<file path="config.mk">
export PLATFORM = sky130hd
export DESIGN_NAME = goertzel_ctrl
export DESIGN_NICKNAME = d
export VERILOG_FILES = /design/src/rtl/goertzel_pkg.sv /design/src/rtl/goertzel_cnt.sv /design/src/rtl/goertzel_ctrl.sv
export SDC_FILE = /design/constraint.sdc
export NUM_CORES = 1
export LEC_CHECK = 0
export BUFFER_PORTS_ARGS = -buffer_cell sky130_fd_sc_hd__buf_2
export CAP_MARGIN = 20
export CORE_MARGIN = 2
export CORE_UTILIZATION = 57
export DETAILED_ROUTE_END_ITERATION = 16
export GPL_ROUTABILITY_DRIVEN = 0
export PLACE_DENSITY_LB_ADDON = 0.25
export SLEW_MARGIN = 10
export SYNTH_ARGS = -nofsm -noshare
export SYNTH_HDL_FRONTEND = slang
export SYNTH_HIERARCHICAL = 1
export SYNTH_SLANG_ARGS = --single-unit
</file>
<file path="constraint.sdc">
create_clock -name clk -period 3.2 [get_ports clk]
set_input_delay 0 -clock clk [delete_from_list [all_inputs] [get_ports clk]]
set_output_delay 0 -clock clk [all_outputs]
set_load 0.02 [all_outputs]
</file>
<file path="src/rtl/goertzel_pkg.sv">
// Shared state encoding and default block constants for the Goertzel controller and datapath.
package goertzel_pkg;

  localparam int N_SAMPLES = 205;
  localparam int CNT_W     = 8;
  localparam int FIN_LAT   = 3;
  localparam int LAT_W     = 4;

  typedef enum logic [2:0] {
    S_IDLE  = 3'd0,
    S_CLEAR = 3'd1,
    S_ACCUM = 3'd2,
    S_FINAL = 3'd3,
    S_DONE  = 3'd4
  } state_t;

endpackage

</file>
<file path="src/rtl/goertzel_cnt.sv">
// Up-counter with enable, synchronous clear (dominant over enable) and terminal-count flag.
module goertzel_cnt #(
  parameter int W = 8
) (
  input  logic         clk,
  input  logic         rst,
  input  logic         en,
  input  logic         clr,
  input  logic [W-1:0] term,
  output logic [W-1:0] cnt,
  output logic         tc
);

  logic [W-1:0] cnt_q, cnt_d;

  always_comb begin
    cnt_d = cnt_q;
    if (clr)     cnt_d = '0;
    else if (en) cnt_d = cnt_q + 1'b1;
  end

  always_ff @(posedge clk or posedge rst) begin
    if (rst) cnt_q <= '0;
    else     cnt_q <= cnt_d;
  end

  assign cnt = cnt_q;
  assign tc  = (cnt_q == term);

endmodule

</file>
<file path="src/rtl/goertzel_ctrl.sv">
// Moore sequencer for a Goertzel block: clear delay regs, accumulate N_SAMPLES, run the
// final pipeline for FIN_LAT cycles, then hold the result until the consumer takes it.
module goertzel_ctrl #(
  parameter int N_SAMPLES = goertzel_pkg::N_SAMPLES,
  parameter int CNT_W     = goertzel_pkg::CNT_W,
  parameter int FIN_LAT   = goertzel_pkg::FIN_LAT
) (
  input  logic             clk,
  input  logic             rst,
  input  logic             start,
  input  logic             abort,
  input  logic             smp_valid,
  output logic             smp_ready,
  output logic             acc_en,
  output logic             acc_clr,
  output logic             fin_en,
  output logic             res_valid,
  input  logic             res_ready,
  output logic             busy,
  output logic [CNT_W-1:0] smp_cnt
);

  import goertzel_pkg::*;

  // Terminal compare on N-1 keeps the counter inside CNT_W even when N_SAMPLES == 2**CNT_W.
  localparam logic [CNT_W-1:0] SMP_TERM = CNT_W'(N_SAMPLES - 1);
  localparam logic [LAT_W-1:0] LAT_TERM = LAT_W'(FIN_LAT - 1);

  state_t state_q, state_d;

  logic             accept;
  logic             smp_tc;
  logic             lat_tc;
  logic             in_final;
  logic [LAT_W-1:0] lat_cnt;

  assign accept   = (state_q == S_ACCUM) && smp_valid;
  assign in_final = (state_q == S_FINAL);

  always_comb begin
    state_d = state_q;
    unique case (state_q)
      S_IDLE:  if (start) state_d = S_CLEAR;
      S_CLEAR: state_d = S_ACCUM;
      S_ACCUM: if (accept && smp_tc) state_d = S_FINAL;
      S_FINAL: if (lat_tc) state_d = S_DONE;
      S_DONE:  if (res_ready) state_d = start ? S_CLEAR : S_IDLE;
      default: state_d = S_IDLE;
    endcase
    if (abort) state_d = S_IDLE;
  end

  always_ff @(posedge clk or posedge rst) begin
    if (rst) state_q <= S_IDLE;
    else     state_q <= state_d;
  end

  goertzel_cnt #(.W(CNT_W)) u_smp_cnt (
    .clk  (clk),
    .rst  (rst),
    .en   (accept && !abort),
    .clr  (abort || (accept && smp_tc)),
    .term (SMP_TERM),
    .cnt  (smp_cnt),
    .tc   (smp_tc)
  );

  goertzel_cnt #(.W(LAT_W)) u_lat_cnt (
    .clk  (clk),
    .rst  (rst),
    .en   (in_final && !abort),
    .clr  (abort || (in_final && lat_tc)),
    .term (LAT_TERM),
    .cnt  (lat_cnt),
    .tc   (lat_tc)
  );

  // acc_en is the only output that looks at an input: the sample handshake itself.
  assign smp_ready = (state_q == S_ACCUM);
  assign acc_clr   = (state_q == S_CLEAR);
  assign acc_en    = acc_clr || accept;
  assign fin_en    = in_final;
  assign res_valid = (state_q == S_DONE);
  assign busy      = (state_q != S_IDLE);

endmodule

</file>
==> flow_summary.toml, run 1 <==
[run_status]
status = "complete, no violations"

[final_layout]
drive_above_1_share = 0.239
final_cells = 150
final_nets = 143
final_common_cell = "buf_2"
synthToLayoutAreaGrowth_pct = 19.6
antennaDiodeCount = 0
layout_common_cells = "19 x buf_2, 15 x dfrtp_1, 13 x nor2_1"

[routing]
postRouteAntennaNets = 0
top_layer = "met4"
wl_met1_um = 944
wl_per_cell_um = 14.5
wl_met2_um = 959
drt_wl_total_um = 2170
drcViolationCount = 0
vias_per_cell = 5.55
routed-via-count = 833
firstDrtPassIters = 4
wl_met3_um = 138
drtIter0Drc = 36

[clocking]
cts_root_buf = "clkbuf_4"
tritoncts = "done"
worstSkewPairLatency_ns = 0.29
postCtsSetupRepairBufs = 0
hold_buffers = 3
clkTransAtPathRegs_ns = 0.10
cts.repair.resized = 0
clock_sinks = 15
clockBufferDepth = 2
cts_htree_levels = 1
numCtsBuffers = 3

[floorplan]
fp.dieH_um = 45.2
rows = 14
die_x_um = 45.2
io_pins = 20
start_util = 0.627
core_area_um2 = 1540
die_area_um2 = 2040

[logic_synthesis]
ys_top_cells_by_area = "dfrtp_1 39%, xnor2_1 9.1%, xor2_1 6.3%, nor2_1 5.1%, nand4_1 3.2%"
ys_types = 34
ys_seq_area_frac = 0.389
ys_ff_latch = 15
synth.top_cell.area_share = 0.389
synth_adder_area_share = 0.0259
synthCells = 102
yosys.area_share.simple = 0.233
synth.largest_area_cell = "dfrtp_1"
syn_area_um2 = 966
ys_warn_count = 6
synth_area_per_cell_um2 = 9.47
synthMuxAreaShare = 0.0363
yosys.area_share.xor_xnor = 0.154
synth_compound_area_frac = 0.117
synth_top_family_by_area = "simple AND/OR/NAND/NOR gates"

[timing]
fin_setup_tns_ns = 0
fin_crit_ns = 2.24
hold_slack_ns = 0.0932
finalSetupViolations = 0
min_period_over_period = 0.699
maxSlewViolCount = 0
max_freq_mhz = 447
fin_skew_ns = 0.00786
rsz0062_at_grt = "false"
slew_headroom = 0.574
hold_violations = 0
tightest_slew_ns = 0.634

[min_path]
holdCritPathClass = "input port to flop"
hold_depth = 3

[global_routing]
grt-ovfl-total = 0
antenna_found_initial = 0
grt_pass1_vias = 836
grt_max_degree = 10
grt_pass1_wl_um = 3670
grt_usage = 0.265

[place]
port_buffers = 19
detailed_place_hpwl_um = 1470
dp.cells = 143

[pwr]
p_leak_nw = 0.578
power.density_nw_per_um2 = 334
peakVddDrop_v = 0.000222

[setup_path]
worstRegToRegCells = 5
required_ns = 3.42
arrival_ns = 2.46
crit_path_start_kind = "flop"
path_max_fanout = 4
cp-end-kind = "flop"
critPathKind = "flop to flop"

[flow_run]
cap_violations = 0
==> area by class of cell <==
class | instances | area [um^2]
fillers | 109 | 387
repair buffers | 22 | 125
clock buffers | 3 | 22.5
multi-input cells | 89 | 592
flip-flops and latches | 15 | 375
well taps | 16 | 20.0
inverters | 4 | 15.0
clock inverters | 1 | 5.00
==> layer usage <==
| metal | vias to the layer above | GRT usage |
|---|---|---|
| met4 | 0 | 0.218 |
| met3 | 16 | 0.0840 |
| met2 | 45 | 0.371 |
| met5 | - | 0 |
| met1 | 365 | 0.331 |
| li1 | 407 | - |
==> path summary, 6_finish.rpt <==
path                            slack (ns)               end              from
worst max-delay path                  0.96        state_q[2]  u_lat_cnt/cnt[0]
worst min-delay path                  0.09        state_q[0]         smp_valid
worst max register to register        0.96        state_q[2]  u_lat_cnt/cnt[0]
worst min register to register        0.58        state_q[1]        state_q[2]
max in group asynchronous             2.75  u_smp_cnt/cnt[7]               rst
min in group asynchronous             0.15        state_q[2]               rst
==> Yosys cell counts, drive strengths merged <==
cell type  count
o32ai          1
a21boi         1
o2111ai        1
buf            3
and2           1
nand2b         3
inv            4
a31o           1
nand4          5
conb           2
nor2b          1
clkbuf         1
dfrtp         15
xor2           7
nor3b          2
nor2          13
a21bo          1
mux2i          2
nand3          2
o21ai          3
ha             2
a2111o         1
mux2           1
or3            4
nand3b         3
and3           1
a21oi          5
nor4           2
nand2          4
xnor2         10
==> metrics by stage <==
stage | setup WS, ns | utilization | instance area [um^2] | power, mW
final | 0.962 | 0.749 | 1150 | 0.385
after global routing | 0.722 | 0.749 | 1150 | 0.409
after CTS | 1.06 | 0.749 | 1150 | 0.387
after detailed placement | 1.07 | 0.712 | 1100 | 0.275
after global placement | 1.19 | 0.712 | 1100 | 0.272
after floorplan | 1.15 | - | 1000 | 0.257
==> critical path, stage by stage (launching register included) <==
cell and delay, ns:
dfrtp_1 0.44, xor2_1 0.19, nor4_1 0.58, nand2_1 0.14, a21oi_1 0.22, dlygate4sd3_1 0.60
==> kinds of logic after synthesis <==
group,Yosys count
AO/OA/AOI/OAI,14
other,2
buffers and inverters,8
multiplexers,3
adder cells (fa/ha/maj),2
AND/OR/NAND/NOR,41
flip-flops,15
XOR/XNOR,17
==> flip-flops by register name, indices dropped and copies added (netlist names) <==
signal / count
u_smp_cnt/cnt: 8
u_lat_cnt/cnt: 4
state_q: 3
==> report_power, final <==
part / switching, mW / total (mW) / internal [mW]
logic: 0.0442 / 0.0742 / 0.0300
registers: 0.00728 / 0.201 / 0.194
clock network: 0.0638 / 0.110 / 0.0464
total: 0.115 / 0.385 / 0.270
Power figures use the tool's default switching activity.
==> run 2: changes to the inputs <==
ABC_AREA = 1   (was default)
CORE_UTILIZATION = 54   (was 57)
clock period = 2.1 ns   (was 3.2 ns; I/O delays follow)
==> run 2 against run 1 <==
  * Critical endpoint is now u_smp_cnt/cnt[7]
  * Wire length up 4.7%
  * Critical path type unchanged
  * Final cell count up 47%
  * Area after synthesis up 13%
==> flow_summary.toml, run 2 <==
[routing]
firstDrtPassIters = 6
postRouteAntennaNets = 0
wl_per_cell_um = 10.3
vias_per_cell = 4.78
routed-via-count = 1056
drcViolationCount = 0
drt_wl_total_um = 2270
drtIter0Drc = 14

[logic_synthesis]
synth-async-reset-ratio = 1.00
ys_top_cells_by_area = "dfrtp_1 34%, nand2_1 12%, nor2_1 8.6%, inv_1 7.6%, xor2_1 6.4%"
synth_flop_cell = "dfrtp_1"
ys_warn_count = 6
synth-edff-count = 0
synthCells = 158
synth.top_cell.area_share = 0.343
yosysMostFrequentCell = "nand2_1"
ys_types = 24
ys_ff_latch = 15
ys_seq_area_frac = 0.343
synth.largest_area_cell = "dfrtp_1"
synthTopCellsByCount = "36 x nand2_1, 25 x nor2_1, 22 x inv_1, 15 x dfrtp_1, 11 x nand3_1"
syn_area_um2 = 1090
synth_area_per_cell_um2 = 6.92

[final_layout]
drive_above_1_share = 0.201
layout_common_cells = "36 x nand2_1, 24 x nor2_1, 22 x inv_1"
final_nets = 203
antennaDiodeCount = 0
largest_reg_flops = 8
synthToLayoutAreaGrowth_pct = 20.1
final_common_cell = "nand2_1"

[pwr]
peakVddDrop_v = 0.000553
power.density_nw_per_um2 = 597
p_leak_nw = 0.730

[clocking]
clkTransAtPathRegs_ns = 0.09
cts_htree_levels = 1
numCtsBuffers = 3
cts_root_buf = "clkbuf_4"
clockBufferDepth = 2
tritoncts = "done"
clock_sinks = 15
worstSkewPairLatency_ns = 0.28
postCtsSetupRepairBufs = 0

[global_routing]
grt_pass1_vias = 1003
grt_max_degree = 9
grt-ovfl-total = 0
antenna_found_initial = 0
grt_pass1_wl_um = 3950
grt_usage = 0.211

[run_status]
status = "complete, no violations"

[timing]
fin_skew_ns = 0.00159
fin_crit_ns = 1.83
max_freq_mhz = 547
hold_slack_ns = 0.0270
finalSetupViolations = 0
maxSlewViolCount = 0
rsz0062_at_grt = "false"
hold_violations = 0
min_period_over_period = 0.871
fin_setup_tns_ns = 0

[floorplan]
fp.dieH_um = 49
start_util = 0.563
io_pins = 20
die_area_um2 = 2400
rows = 16
core_area_um2 = 1940
die_x_um = 49

[setup_path]
critPathKind = "flop to flop"
arrival_ns = 2.04
cp-end-kind = "flop"
required_ns = 2.31
path_max_fanout = 6
crit_path_start_kind = "flop"

[flow_run]
cap_violations = 0

[place]
port_buffers = 19
detailed_place_hpwl_um = 1810

[min_path]
holdCritPathClass = "input port to flop"
-- run 2: final timing paths --
check                                  from          endpoint  slack (ns)  cells after the start
setup / recovery           u_smp_cnt/cnt[0]  u_smp_cnt/cnt[7]        0.27                     12
hold / removal                    res_ready        state_q[2]        0.03                      4
setup reg to reg           u_smp_cnt/cnt[0]  u_smp_cnt/cnt[7]        0.27                     12
hold reg to reg            u_lat_cnt/cnt[3]  u_lat_cnt/cnt[3]        0.57                      3
max in group asynchronous               rst  u_smp_cnt/cnt[3]        1.64                      3
min in group asynchronous               rst        state_q[0]        0.14                      3
-- run 2: kinds of logic (layout without fill, tap and decap cells) --
kind of cell / count (synthesis) / count (layout) / share of synthesized area
adder cells (fa/ha/maj): 2 / 2 / 0.0229
flip-flops: 15 / 15 / 0.343
AO/OA/AOI/OAI: 12 / 12 / 0.0606
AND/OR/NAND/NOR: 89 / 89 / 0.381
XOR/XNOR: 12 / 12 / 0.0961
other: 2 / 13 / 0.00687
buffers and inverters: 26 / 51 / 0.0892
-- run 2: what timing repair did --
| item | CTS | global route |
|---|---|---|
| setup endpoints to repair | 0 | 2 |
| hold buffers | 1 | 0 |
| gates resized for setup | 0 | 2 |
| hold endpoints to repair | 15 | 0 |
-- run 2: critical path, cell delays in order, from the launching register on --
cell     delay [ns]
dfrtp_1        0.47
xor2_1         0.19
nor2_1         0.14
nand2_1        0.06
nor2_1         0.10
inv_1          0.07
o21ai_2        0.22
nor2_4         0.10
nor2_2         0.14
nand3_1        0.09
nand2_1        0.06
inv_1          0.03
nor2_1         0.10
-- run 2: area by class of cell --
class                   count  area (um^2)
clock buffers               4         26.3
fillers                   187          628
inverters                  26         97.6
multi-input cells         128          668
flip-flops and latches     15          375
well taps                  27         33.8
repair buffers             21          113
-- run 2: power by group --
group	switching [mW]	total [mW]	internal (mW)	leakage, nW
logic	0.185	0.275	0.0899	0.508
clock network	0.0935	0.167	0.0736	0.0150
registers	0.0348	0.342	0.307	0.207
total	0.314	0.785	0.471	0.730
-- run 2: layer usage --
| layer | vias up | global-route usage | wire, um |
|---|---|---|---|
| met5 | - | 0 | 0 |
| met1 | 480 | 0.223 | 952 |
| met4 | 0 | 0.0571 | 12 |
| met2 | 28 | 0.418 | 1220 |
| li1 | 546 | - | - |
| met3 | 2 | 0.0399 | 84 |
-- run 2: through the flow --
step | power (mW) | instance area [um^2] | setup WS, ns | utilization | instances
final | 0.785 | 1310 | 0.271 | 0.677 | 221
after global routing | 0.833 | 1310 | 0.0716 | 0.677 | 221
after CTS | 0.788 | 1310 | 0.168 | 0.673 | 221
after detailed placement | 0.615 | 1270 | 0.190 | 0.655 | 216
after global placement | 0.609 | 1270 | 0.273 | 0.655 | 216
after floorplan | 0.538 | 1130 | 0.219 | - | 169
